### src/rtl/universal_shift_register_if.sv
// Bus bundle for universal_shift_register: control and data in, register view out.
// The controller drives the master side and the register is the slave.
interface universal_shift_register_if #(
   parameter int WIDTH = 6
);
   localparam int CW = $clog2(WIDTH + 1);

   logic             preset;
   logic [2:0]       mode;
   logic             sil;
   logic             sir;
   logic [WIDTH-1:0] d;
   logic [WIDTH-1:0] q;
   logic [WIDTH-1:0] qnot;
   logic             sol;
   logic             sor;
   logic [CW-1:0]    count;
   logic             done;

   modport master (
      output preset, mode, sil, sir, d,
      input  q, qnot, sol, sor, count, done
   );

   modport slave (
      input  preset, mode, sil, sir, d,
      output q, qnot, sol, sor, count, done
   );
endinterface

### src/rtl/universal_shift_register.sv
// Parametrised shift/rotate/load register that counts shifts since the last
// load and pulses done once when WIDTH shifts have been made.
module universal_shift_register #(
   parameter int               WIDTH      = 6,
   parameter logic [WIDTH-1:0] PRESET_VAL = {WIDTH{1'b1}}
) (
   input logic                      clk,
   input logic                      clr,
   universal_shift_register_if.slave bus
);
   localparam int CW = $clog2(WIDTH + 1);
   localparam logic [CW-1:0] CNT_MAX = CW'(WIDTH);
   localparam logic [CW-1:0] CNT_PRE = CW'(WIDTH - 1);

   localparam logic [2:0] MODE_HOLD = 3'b000;
   localparam logic [2:0] MODE_SHL  = 3'b001;
   localparam logic [2:0] MODE_SHR  = 3'b010;
   localparam logic [2:0] MODE_ROTL = 3'b011;
   localparam logic [2:0] MODE_ROTR = 3'b100;
   localparam logic [2:0] MODE_LOAD = 3'b101;
   localparam logic [2:0] MODE_ASR  = 3'b110;

   logic [WIDTH-1:0] q_reg;
   logic [CW-1:0]    count_reg;
   logic             done_reg;
   logic             shifting;

   assign shifting = (bus.mode == MODE_SHL)  || (bus.mode == MODE_SHR) ||
                     (bus.mode == MODE_ROTL) || (bus.mode == MODE_ROTR) ||
                     (bus.mode == MODE_ASR);

   always_ff @(posedge clk) begin
      if (!clr) begin
         q_reg     <= '0;
         count_reg <= '0;
         done_reg  <= 1'b0;
      end else if (bus.preset) begin
         q_reg     <= PRESET_VAL;
         count_reg <= '0;
         done_reg  <= 1'b0;
      end else begin
         case (bus.mode)
            MODE_SHL:  q_reg <= {q_reg[WIDTH-2:0], bus.sil};
            MODE_SHR:  q_reg <= {bus.sir, q_reg[WIDTH-1:1]};
            MODE_ROTL: q_reg <= {q_reg[WIDTH-2:0], q_reg[WIDTH-1]};
            MODE_ROTR: q_reg <= {q_reg[0], q_reg[WIDTH-1:1]};
            MODE_LOAD: q_reg <= bus.d;
            MODE_ASR:  q_reg <= {q_reg[WIDTH-1], q_reg[WIDTH-1:1]};
            default:   q_reg <= q_reg;
         endcase

         if (bus.mode == MODE_LOAD)
            count_reg <= '0;
         else if (shifting && (count_reg < CNT_MAX))
            count_reg <= count_reg + 1'b1;

         // Pulse only on the edge that crosses WIDTH-1 -> WIDTH; saturation keeps it low.
         done_reg <= shifting && (count_reg == CNT_PRE);
      end
   end

   assign bus.q     = q_reg;
   assign bus.qnot  = ~q_reg;
   assign bus.sol   = q_reg[WIDTH-1];
   assign bus.sor   = q_reg[0];
   assign bus.count = count_reg;
   assign bus.done  = done_reg;
endmodule

### src/flat_wrapper.sv
// flat-port wrapper written by rule: the top's interface ports become plain ports
module universal_shift_register_flat 
#(
   parameter int               WIDTH      = 6,
   parameter logic [WIDTH-1:0] PRESET_VAL = {WIDTH{1'b1}}
)
  (clk, clr, bus_preset, bus_mode, bus_sil, bus_sir, bus_d, bus_q, bus_qnot, bus_sol, bus_sor, bus_count, bus_done);
  universal_shift_register_if #(.WIDTH(WIDTH)) bus_i ();
  input logic clk;
  input logic clr;
  input wire logic [$bits(bus_i.preset)-1:0] bus_preset;
  input wire logic [$bits(bus_i.mode)-1:0] bus_mode;
  input wire logic [$bits(bus_i.sil)-1:0] bus_sil;
  input wire logic [$bits(bus_i.sir)-1:0] bus_sir;
  input wire logic [$bits(bus_i.d)-1:0] bus_d;
  output wire logic [$bits(bus_i.q)-1:0] bus_q;
  output wire logic [$bits(bus_i.qnot)-1:0] bus_qnot;
  output wire logic [$bits(bus_i.sol)-1:0] bus_sol;
  output wire logic [$bits(bus_i.sor)-1:0] bus_sor;
  output wire logic [$bits(bus_i.count)-1:0] bus_count;
  output wire logic [$bits(bus_i.done)-1:0] bus_done;
  assign bus_i.preset = bus_preset;
  assign bus_i.mode = bus_mode;
  assign bus_i.sil = bus_sil;
  assign bus_i.sir = bus_sir;
  assign bus_i.d = bus_d;
  assign bus_q = bus_i.q;
  assign bus_qnot = bus_i.qnot;
  assign bus_sol = bus_i.sol;
  assign bus_sor = bus_i.sor;
  assign bus_count = bus_i.count;
  assign bus_done = bus_i.done;
  universal_shift_register #(.WIDTH(WIDTH), .PRESET_VAL(PRESET_VAL)) u_core (.clk(clk), .clr(clr), .bus(bus_i));
endmodule
### config.mk
export PLATFORM = sky130hd
export DESIGN_NAME = universal_shift_register_flat
export DESIGN_NICKNAME = d
export VERILOG_FILES = /design/src/rtl/universal_shift_register_if.sv /design/src/rtl/universal_shift_register.sv /design/src/flat_wrapper.sv
export SDC_FILE = /design/constraint.sdc
export NUM_CORES = 1
export LEC_CHECK = 0
export CAP_MARGIN = 0
export CORE_MARGIN = 3
export CORE_UTILIZATION = 39
export DETAILED_ROUTE_END_ITERATION = 6
export GPL_TIMING_DRIVEN = 1
export PLACE_DENSITY_LB_ADDON = 0.1
export SYNTH_ARGS = -nofsm -noshare
export SYNTH_HDL_FRONTEND = slang
export SYNTH_SLANG_ARGS = --single-unit
export TNS_END_PERCENT = 5
### constraint.sdc
create_clock -name clk -period 1.55 [get_ports clk]
set_input_delay 0.2325 -clock clk [delete_from_list [all_inputs] [get_ports clk]]
set_output_delay 0.2325 -clock clk [all_outputs]
set_load 0.01 [all_outputs]
After elaboration in Yosys (flattened, before gate mapping)
Cells that the tools add are included.
{"block": "classes", "addsub": 1, "bitwise_logic": 2, "eq_ne": 8, "magnitude_cmp": 1, "mux": 2, "n_reduce_logical": 11}
{"cell": "6-bit one-hot mux with 6 select lines", "n": 1}
{"cell": "3-bit == test (second input constant)", "n": 4}
{"cell": "7-bit nonzero test", "n": 1}
{"cell": "3-bit by 2-bit == test with 1-bit output (second input constant)", "n": 2}
{"cell": "6-bit two-way mux", "n": 1}
{"cell": "6-bit inverter", "n": 1}
{"cell": "6-bit nonzero test", "n": 1}
{"cell": "1-bit logical OR", "n": 4}
{"cell": "3-bit by 1-bit adder with 3-bit output (second input constant)", "n": 1}
{"cell": "3-bit by 1-bit == test with 1-bit output (second input constant)", "n": 1}
{"cell": "3-bit < comparator (second input constant)", "n": 1}
{"cell": "3-bit OR reduction", "n": 1}
{"cell": "1-bit logical AND", "n": 2}
{"cell": "2-bit != test (second input constant)", "n": 1}
{"cell": "2-bit AND reduction", "n": 1}
{"cell": "2-bit OR reduction", "n": 1}
{"cell": "1-bit inverter", "n": 1}
{"block": "totals", "regBits": 10, "elab_cells": 29, "out_inout_bits": 18}

Logic depth before layout (Yosys ltp)
Gate-level depths: netlist of run 1.
{"block": "depth", "depth_word": 6, "depth_mapped": 5, "ltp_nobuf": 4}

Least setup slack after synthesis of run 1
No wires, ideal clock.
{"block": "synth_path", "path_kind": "input-to-reg", "start": "input port bus_mode[0]", "end": "register u_core.q_reg[0] (netlist: u_core.bus.q[0])", "arrival_ns": 1.122, "required_time_ns": 1.416, "slack_ns": 0.295, "stages": 5, "cell_sequence": "or3_1 buf_6 a21o_1 o21ai_0 a41oi_1"}
{"block": "synth_between", "elab_chain_cells": 3, "word_cells_on_any_way": 9, "classes_between": "eq/ne: 6; mux: 2; reduce/logical: 1"}
{"item": "start: declaration", "line_no": "flat_wrapper.sv:12", "source": "input wire logic [$bits(bus_i.mode)-1:0] bus_mode;"}
{"item": "3-bit == test (tied with other cells)", "line_no": "universal_shift_register.sv:42", "source": "case (bus.mode)"}
{"item": "6-bit one-hot mux with 6 select lines", "line_no": "universal_shift_register.sv:42"}
{"item": "6-bit two-way mux", "line_no": "universal_shift_register.sv:37", "source": "end else if (bus.preset) begin"}
{"item": "end signal: assignment", "line_no": "universal_shift_register.sv:43", "source": "MODE_SHL: q_reg <= {q_reg[WIDTH-2:0], bus.sil};"}
{"item": "end signal: assignment", "line_no": "universal_shift_register.sv:44", "source": "MODE_SHR: q_reg <= {bus.sir, q_reg[WIDTH-1:1]};"}
{"item": "end signal: assignment", "line_no": "universal_shift_register.sv:45", "source": "MODE_ROTL: q_reg <= {q_reg[WIDTH-2:0], q_reg[WIDTH-1]};"}
{"item": "end: declaration", "line_no": "universal_shift_register.sv:23", "source": "logic [WIDTH-1:0] q_reg;"}
Several ways; a longest one is shown, not always the timed one.
A chain may end at the register's enable or synchronous reset.

Worst setup path after layout of run 1
{"block": "layout_path", "start": "register u_core.count_reg[2] (netlist: u_core.bus.count[2])", "end": "output port bus_count[2]"}
{"item": "start: declaration", "line_no": "universal_shift_register.sv:24", "source": "logic [CW-1:0] count_reg;"}
{"item": "start signal: assignment", "line_no": "universal_shift_register.sv:55", "source": "count_reg <= count_reg + 1'b1;"}
{"item": "end: declaration", "line_no": "flat_wrapper.sv:20", "source": "output wire logic [$bits(bus_i.count)-1:0] bus_count;"}
No word-level cell between the ends.

==> results of run 1 <==
layer usage:
| layer | part of all wire | global-route usage | vias to the layer above |
|---|---|---|---|
| met5 | 0 | 0 | - |
| met3 | 0.059 | 0.0263 | 2 |
| met2 | 0.46 | 0.256 | 28 |
| li1 | - | - | 378 |
| met4 | 0.0086 | 0.0968 | 0 |
| met1 | 0.47 | 0.223 | 323 |
power groups by stage:
stage	Clock, mW	Combinational (mW)	Sequential (mW)
finish	0.246	0.252	0.296
floorplan	0	0.112	0.306
global placement	0	0.249	0.301
detailed placement	0	0.250	0.302
global route	0.261	0.276	0.300
CTS	0.247	0.252	0.296
worst reg2reg max path: stages, from the launching register on:
cell and delay (ps):
dfxtp_1 400, inv_1 80, ha_1 260, or2_2 290, a21oi_1 130
how the worst max path moves through the flow:
| stage | end | slack, ps | startpoint |
|---|---|---|---|
| floorplan | u_core.bus.q[0]$_SDFFE_PN0P_ | 290 | bus_mode[0] |
| global placement | u_core.bus.q[0]$_SDFFE_PN0P_ | -210 | bus_mode[0] |
| detailed placement | u_core.bus.q[0]$_SDFFE_PN0P_ | -210 | bus_mode[0] |
| CTS | bus_qnot[5] | 50 | u_core.bus.q[5]$_SDFFE_PN0P_ |
| global route | bus_count[2] | 6 | u_core.bus.count[2]$_SDFFE_PP0P_ |
| finish | bus_count[2] | 60 | u_core.bus.count[2]$_SDFFE_PP0P_ |
layout make-up:
type                    instances  area, um2
clock buffers                   4       36.3
repair buffers                 39        370
multi-input cells              61        403
flip-flops and latches         10        201
well taps                      16       20.0
inverters                      10       37.5
fillers                       152        508
cell usage after synthesis (all sizes together) (2+ instances only):
| library cell | count | area [um2] |
|---|---|---|
| o22a | 3 | 26.3 |
| nor2 | 4 | 15.0 |
| inv | 10 | 37.5 |
| o21ai | 9 | 45.0 |
| nand3 | 4 | 20.0 |
| or2 | 2 | 12.5 |
| nand2 | 10 | 37.5 |
| ha | 2 | 25.0 |
| dfxtp | 10 | 200 |
| a21o | 2 | 15.0 |
| buf | 6 | 43.8 |
| mux2i | 3 | 30.0 |
| nand3b | 3 | 22.5 |
| a21oi | 8 | 51.3 |
what timing repair did:
| item | in CTS | in global routing |
|---|---|---|
| setup buffers | 0 | 0 |
| setup endpoints to repair | 0 | 3 |
| gates resized for setup | 0 | 2 |
| hold buffers | 0 | 0 |
| endpoints found under the hold margin | 0 | 0 |
logic make-up (layout without fill, tap and decap cells):
family	after synthesis	count (layout)	synth area share
XOR/XNOR	1	1	0.0129
adder cells (fa/ha/maj)	2	2	0.0368
buffers and inverters	16	53	0.120
AO/OA/AOI/OAI	29	29	0.298
flip-flops	10	10	0.295
AND/OR/NAND/NOR	26	26	0.193
multiplexers	3	3	0.0442
==> impl_metrics.toml, run 1 <==
[status]
status = "complete, no violations"

[synth]
yosysSeqAreaShare = 0.295
syn_nets = 103
async_flop_share = 0
yosysWarningCount = 0
synth-edff-count = 0
synth_area_um2 = 679
synthFlopType = "dfxtp_1"
ys_types = 28
netlist_instances = 87
synth-seq-cells = 10
syn_area_per_cell_um2 = 7.81

[pwr]
clockPowerShare = 0.310
p_leak_nw = 0.452
pwr-share-comb = 0.318
p_int_mw = 0.566
power_density_nw_per_um2 = 744
pwr-share-seq = 0.373
ir_worst_vdd_v = 0.000505
p_sw_mw = 0.229
p_total_mw = 0.795
p_sw_frac = 0.288

[run]
cap_violations = 0

[critical_path]
worst-path-buf-inv = 1
timing.rr.end = "u_core.bus.count[1]$_SDFFE_PP0P_"
cpPeakStageDelay_ps = 570
critPathSlowestCell = "clkdlybuf4s50_1"
r2r_start = "u_core.bus.count[1]$_SDFFE_PP0P_"
critPathKind = "reg -> out"
crit_arrival_ps = 1260
worstSetupEndpointType = "output port"
cp.depth = 1
crit_fanout = 6
start_kind = "flip-flop"
ff2ff_path_depth = 4
setup.reg_to_reg.worst_slack_ps = 330
crit_chain = "clkdlybuf4s50_1"
crit_required_ps = 1320
crit_family = "buffers and inverters"

[timing]
fin_skew_ps = 2.71
hold_violations = 0
postLayoutSetupSlackWorst_ps = 59.4
whs_ps = 509
fmax_mhz = 671
finalSetupTns_ps = 0
fin_crit_sh = 0.962
final.min_clock_period_ps = 1490
rsz0062_at_grt = "false"
tightest_slew_ps = 257
slew_violations = 0
max-slew-margin-rel = 0.828
final-setup-viol-count = 0

[final_layout]
largest_reg_flops = 6
fin_area_um2 = 1070
nNetsFinal = 141
final_cell_mix = "clkdlybuf4s50_1, inv_1, nand2_1"
drive_above_1_share = 0.161
stdcell_count = 140
final_util = 0.678
final_common_cell = "clkdlybuf4s50_1"
area_growth_pct = 57.3
n_antenna_cell = 0

[detailed_routing]
drcViolationCount = 0
drt_wl_total_mm = 1.86
drt_iter0_drc = 20
wl_per_cell_um = 13.3
dr.pass1.iters = 4
via_count = 731
viasPerCell = 5.22
drtAntennaViolNets = 0

[clock_network]
numCtsBuffers = 3
clk_path_buf_depth = 2
clk_root_buffer_cell = "clkbuf_4"
clock_latency_ps = 270
cts.sinks = 10
cts_tree = "yes"
cts_max_level = 1
clkTransAtPathRegs_ps = 70

[floorplanning]
io_pins = 32
initial_core_util = 0.431
dieHeight_um = 47.7
die_w_um = 47.7
core_um2 = 1580
rows = 14
die-area_um2 = 2280

[place]
dp_slack_ps = -212
dpl-instance-area_um2 = 1030
place_inst = 136
portBuffers = 31
dp_hpwl_mm = 1.35
gp_congestion = 0.810

[min_path]
hold_start = "u_core.bus.count[2]$_SDFFE_PP0P_"
hold_path_class = "reg -> reg"
hold_path_depth = 2
holdPathEnd = "u_core.bus.done$_SDFF_PP0_"

[global_route]
grt_first_pass_wirelength_mm = 2.66
grt_pass1_vias = 633
grtUsageTotal = 0.168
antenna_found_initial = 0
grt_max_degree = 13
grt_overflow = 0
Power figures use the tool's default switching activity.
==> inputs of run 2 (changes only) <==
- CORE_UTILIZATION: 39 -> 37
- CTS_BUF_LIST: default -> sky130_fd_sc_hd__clkbuf_4 sky130_fd_sc_hd__clkbuf_8
- clock period: 1.55 -> 1.21 ns (I/O delays scaled with it)
==> run 2 against run 1 <==
Sequential share of layout area fell by 0.73 points. Via count up 9.8%. Critical path depth increased by 1. Sequential power is 30% higher. Cell count increased by 11%. Clock power down 9.3%. Utilization grew 3.3 points. Clock-buffer cell count is 1 lower. First-iteration DRC count fell by 30%. Die area increased by 4.7%. Combinational power rose by 28%.
==> impl_metrics.toml, run 2 (synthesis gave the netlist of run 1 again) <==
[pwr]
clockPowerShare = 0.240
power_density_nw_per_um2 = 812
p_leak_nw = 0.562
ir_worst_vdd_v = 0.000599
p_sw_frac = 0.303
pwr-share-seq = 0.414
p_int_mw = 0.649
p_sw_mw = 0.282
pwr-share-comb = 0.347

[detailed_routing]
drt_iter0_drc = 14
via_count = 803
dr.pass1.iters = 4
viasPerCell = 5.18
drcViolationCount = 0
wl_per_cell_um = 13.0
drtAntennaViolNets = 0
drt_wl_total_mm = 2.02

[critical_path]
setup.reg_to_reg.worst_slack_ps = 50
crit_required_ps = 1030
startpoint = "u_core.bus.q[5]$_SDFFE_PN0P_"
crit_end = "bus_qnot[5]"
critPathKind = "reg -> out"
r2r_start = "u_core.bus.count[1]$_SDFFE_PP0P_"
crit_arrival_ps = 990
ff2ff_path_depth = 4
worstSetupEndpointType = "output port"
crit_fanout = 5
timing.rr.end = "u_core.bus.count[1]$_SDFFE_PP0P_"
start_kind = "flip-flop"

[clock_network]
clkTransAtPathRegs_ps = 60
numCtsBuffers = 3
cts.sinks = 10
clock_latency_ps = 260
clk_path_buf_depth = 2
clk_root_buffer_cell = "clkbuf_4"
cts_max_level = 1
cts_tree = "yes"

[timing]
fin_crit_sh = 0.970
tightest_slew_ps = 284
slew_violations = 0
final-setup-viol-count = 0
final.min_clock_period_ps = 1170
max-slew-margin-rel = 0.810
fin_skew_ps = 2.51
postLayoutSetupSlackWorst_ps = 36.0
whs_ps = 312
fmax_mhz = 852
hold_violations = 0

[global_route]
busiest_layer = "met2"
grt_first_pass_wirelength_mm = 3.37
antenna_found_initial = 0
grt_overflow = 0
grt_max_degree = 13
use_met2 = 0.290
use_met3 = 0.0428
grtUsageMet1 = 0.224
grtUsageTotal = 0.176
grt_pass1_vias = 757

[floorplanning]
die_w_um = 48.9
die-area_um2 = 2390
rows = 14
core_um2 = 1610
io_pins = 32
initial_core_util = 0.422
dieHeight_um = 48.9

[place]
dpl-instance-area_um2 = 1090
place_inst = 151
dp_hpwl_mm = 1.47
dp_slack_ps = -522
gp_congestion = 0.763
portBuffers = 31

[final_layout]
stdcell_count = 155
final_common_cell = "dlygate4sd2_1"
largest_reg_flops = 6
fin_area_um2 = 1150
drive_above_1_share = 0.275
nNetsFinal = 149
final_util = 0.711
area_growth_pct = 68.7
n_antenna_cell = 0
final_cell_mix = "dlygate4sd2_1, buf_4, inv_1, nand2_1, clkdlybuf4s50_1"

[run]
cap_violations = 0

[status]
status = "complete, no violations"

[min_path]
hold_path_class = "in -> reg"
## run 2: changes by cell type in the layout (fill, tap and decap cells not counted), sizes merged
cell / before / now
dlymetal6s2s: 0 / 3
dlygate4sd2: 0 / 19
buf: 8 / 16
clkdlybuf4s50: 31 / 9
clkbuf: 4 / 3
## run 2: worst max-delay path, cell delays in order, from the launching register on
cell and delay (ps):
dfxtp_2 380, inv_1 70, dlygate4sd2_1 280
## run 2: routing by layer
metal,part of all wire,routed length (um)
met1,0.45,910
met2,0.47,957
met3,0.067,135
met4,0.0069,14
met5,0,0
## run 2: worst min-delay path by stage
stage                                  from                           end  slack [ps]  cells past startpoint
2_1_floorplan                    bus_preset    u_core.bus.done$_SDFF_PP0_         260                      1
3_3_place_gp   u_core.bus.q[1]$_SDFFE_PN0P_  u_core.bus.q[1]$_SDFFE_PN0P_         550                      1
3_5_place_dp   u_core.bus.q[1]$_SDFFE_PN0P_  u_core.bus.q[1]$_SDFFE_PN0P_         550                      1
4_1_cts        u_core.bus.q[5]$_SDFFE_PN0P_  u_core.bus.q[5]$_SDFFE_PN0P_         520                      2
5_1_grt                          bus_preset    u_core.bus.done$_SDFF_PP0_         340                      2
6_report                         bus_preset    u_core.bus.done$_SDFF_PP0_         310                      2
## run 2: area by class of cell
class / instances / area (um2)
Tap cell: 24 / 30.0
Multi-Input combinational cell: 61 / 423
Fill cell: 153 / 465
Timing Repair Buffer: 47 / 425
Inverter: 10 / 37.5
Clock buffer: 3 / 22.5
Sequential cell: 10 / 208
## run 2: repair_timing
action | 4_1_cts | 5_1_grt
hold buffers | 0 | 0
hold endpoints to repair | 0 | 0
cloned | 0 | 1
resized for setup | 29 | 13
setup endpoints to repair | 28 | 13
pin swaps | 2 | 2
setup buffers | 0 | 0
## run 2: power by group through the flow
stage          registers, mW  logic [mW]  clock network [mW]
6_report               0.385       0.323               0.223
5_1_grt                0.389       0.352               0.244
4_1_cts                0.381       0.314               0.229
3_5_place_dp           0.387       0.337                   0
3_3_place_gp           0.387       0.335                   0
2_1_floorplan          0.392       0.143                   0
## run 2: per-stage QoR
step                      TNS [ps]  power [mW]
after floorplan                  0       0.535
after global placement       -4150       0.722
after detailed placement     -4290       0.723
after CTS                     -633       0.924
after global routing         -8.56       0.985
final                            0       0.931
==> inputs of run 3 (changes only) <==
- REMOVE_ABC_BUFFERS: default -> 1
- SETUP_SLACK_MARGIN: default -> 0.2
==> run 3 against run 2 <==
Clock skew is 2.0 ps lower. Routed wire length increased by 7.9%. Critical path depth grew 3.
==> impl_metrics.toml, run 3 (synthesis gave the netlist of run 1 again) <==
[floorplanning]
die_w_um = 48.9
dieHeight_um = 48.9
rows = 14
core_um2 = 1610
initial_core_util = 0.422
io_pins = 32
die-area_um2 = 2390

[timing]
whs_ps = 354
final-setup-viol-count = 0
hold_violations = 0
fmax_mhz = 934
rsz0062_at_grt = "true"
fin_skew_ps = 0.478
max-slew-margin-rel = 0.847
fin_crit_sh = 0.885
tightest_slew_ps = 228
slew_violations = 0
final.min_clock_period_ps = 1070

[detailed_routing]
drt_iter0_drc = 34
drt_wl_total_mm = 2.18
wl_per_cell_um = 13.5
viasPerCell = 5.21
dr.pass1.iters = 4
drtAntennaViolNets = 0
via_count = 839
drcViolationCount = 0

[clock_network]
clk_root_buffer_cell = "clkbuf_4"
clock_latency_ps = 270
numCtsBuffers = 3
cts_max_level = 1
cts_hold_buffers = 0
clk_path_buf_depth = 2
cts_tree = "yes"
clkTransAtPathRegs_ps = 70
cts.sinks = 10

[final_layout]
nNetsFinal = 154
stdcell_count = 161
final_cell_mix = "buf_4, nand2_1, inv_1, clkdlybuf4s50_1"
area_growth_pct = 78.6
drive_above_1_share = 0.423
largest_reg_flops = 6
final_common_cell = "buf_4"
n_antenna_cell = 0

[global_route]
use_met3 = 0.0612
grtUsageTotal = 0.192
grt_overflow = 0
use_met2 = 0.299
grt_first_pass_wirelength_mm = 3.68
busiest_layer = "met2"
grt_pass1_vias = 801
grtUsageMet1 = 0.247
grt_max_degree = 13
antenna_found_initial = 0

[pwr]
p_leak_nw = 0.563
ir_worst_vdd_v = 0.000627
power_density_nw_per_um2 = 872
p_total_mw = 1.06

[run]
cap_violations = 0

[critical_path]
crit_required_ps = 1370
worstSetupEndpointType = "flip-flop"
critPathSlowestCell = "dfxtp_2"
timing.rr.end = "u_core.bus.count[2]$_SDFFE_PP0P_"
worst-path-buf-inv = 1
critPathKind = "reg -> reg"
start_kind = "flip-flop"
crit_family = "flip-flops"
setup.reg_to_reg.worst_slack_ps = 140
r2r_start = "u_core.bus.count[1]$_SDFFE_PP0P_"
ff2ff_path_depth = 5
cp.depth = 5
crit_end = "u_core.bus.count[2]$_SDFFE_PP0P_"
startpoint = "u_core.bus.count[1]$_SDFFE_PP0P_"
crit_arrival_ps = 1230
crit_fanout = 3
cpPeakStageDelay_ps = 330
crit_chain = "buf_4, ha_1, nand3_2, mux2i_1, nor2_1"

[place]
place_inst = 150
portBuffers = 31
gp_congestion = 0.827
dp_hpwl_mm = 1.44

[status]
status = "complete, no violations"

[min_path]
hold_path_class = "in -> reg"
==> run 3: changes by cell type in the layout (fill, tap and decap cells not counted), sizes merged <==
cell and delta:
clkbuf +1, dlygate4sd2 -13, dlymetal6s2s -2, clkdlybuf4s15 +9, buf +11
==> run 3: worst reg2reg max path, delay by kind of cell (launching register included) <==
| family | cells | cell delay, ps |
|---|---|---|
| AND/OR/NAND/NOR | 2 | 120 |
| adder cells (fa/ha/maj) | 1 | 180 |
| buffers and inverters | 1 | 140 |
| flip-flops | 1 | 330 |
| multiplexers | 1 | 190 |
==> run 3: routing by layer <==
layer | routed length [um] | vias to the layer above
met5 | 0 | -
met4 | 13 | 0
met3 | 175 | 2
met2 | 990 | 36
met1 | 997 | 398
li1 | - | 403
==> run 3: what timing repair did <==
| action | in CTS | in global routing |
|---|---|---|
| setup buffers | 6 | 1 |
| pin swaps | 6 | 3 |
| endpoints found under the setup margin | 28 | 28 |
| gates resized for setup | 76 | 4 |
| endpoints found under the hold margin | 0 | 0 |
==> run 3: cell type report <==
class / count / area [um2]
Sequential cell: 10 / 215
Timing Repair Buffer: 52 / 452
Inverter: 10 / 37.5
Fill cell: 127 / 398
Clock buffer: 4 / 36.3
Tap cell: 24 / 30.0
Multi-Input combinational cell: 61 / 443
==> run 3: worst min-delay path by stage <==
stage / depth (start not counted) / startpoint / slack [ps] / to
after floorplan: 1 / bus_preset / 260 / u_core.bus.done$_SDFF_PP0_
after global placement: 2 / u_core.bus.q[5]$_SDFFE_PN0P_ / 530 / u_core.bus.q[5]$_SDFFE_PN0P_
after detailed placement: 2 / u_core.bus.q[5]$_SDFFE_PN0P_ / 540 / u_core.bus.q[5]$_SDFFE_PN0P_
after CTS: 4 / bus_mode[0] / 350 / u_core.bus.q[0]$_SDFFE_PN0P_
after global routing: 3 / bus_preset / 370 / u_core.bus.done$_SDFF_PP0_
final: 4 / bus_mode[0] / 350 / u_core.bus.q[0]$_SDFFE_PN0P_
==> run 3: through the flow <==
| stage | setup TNS (ps) | setup WS [ps] | cell area [um2] | util |
|---|---|---|---|---|
| final | 0 | 139 | 1210 | 0.753 |
| after global placement | -3860 | -433 | 1080 | 0.671 |
| after floorplan | 0 | 9.57 | 636 | - |
| after global routing | 0 | 105 | 1210 | 0.753 |
| after CTS | 0 | 137 | 1200 | 0.748 |
| after detailed placement | -3720 | -434 | 1080 | 0.671 |
==> run 3: report_power, final <==
group | total, mW | leakage [nW] | switching (mW) | internal (mW)
combinational | 0.371 | 0.457 | 0.166 | 0.205
sequential | 0.376 | 0.0852 | 0.0215 | 0.355
clock | 0.311 | 0.0210 | 0.128 | 0.183
total | 1.06 | 0.563 | 0.316 | 0.743
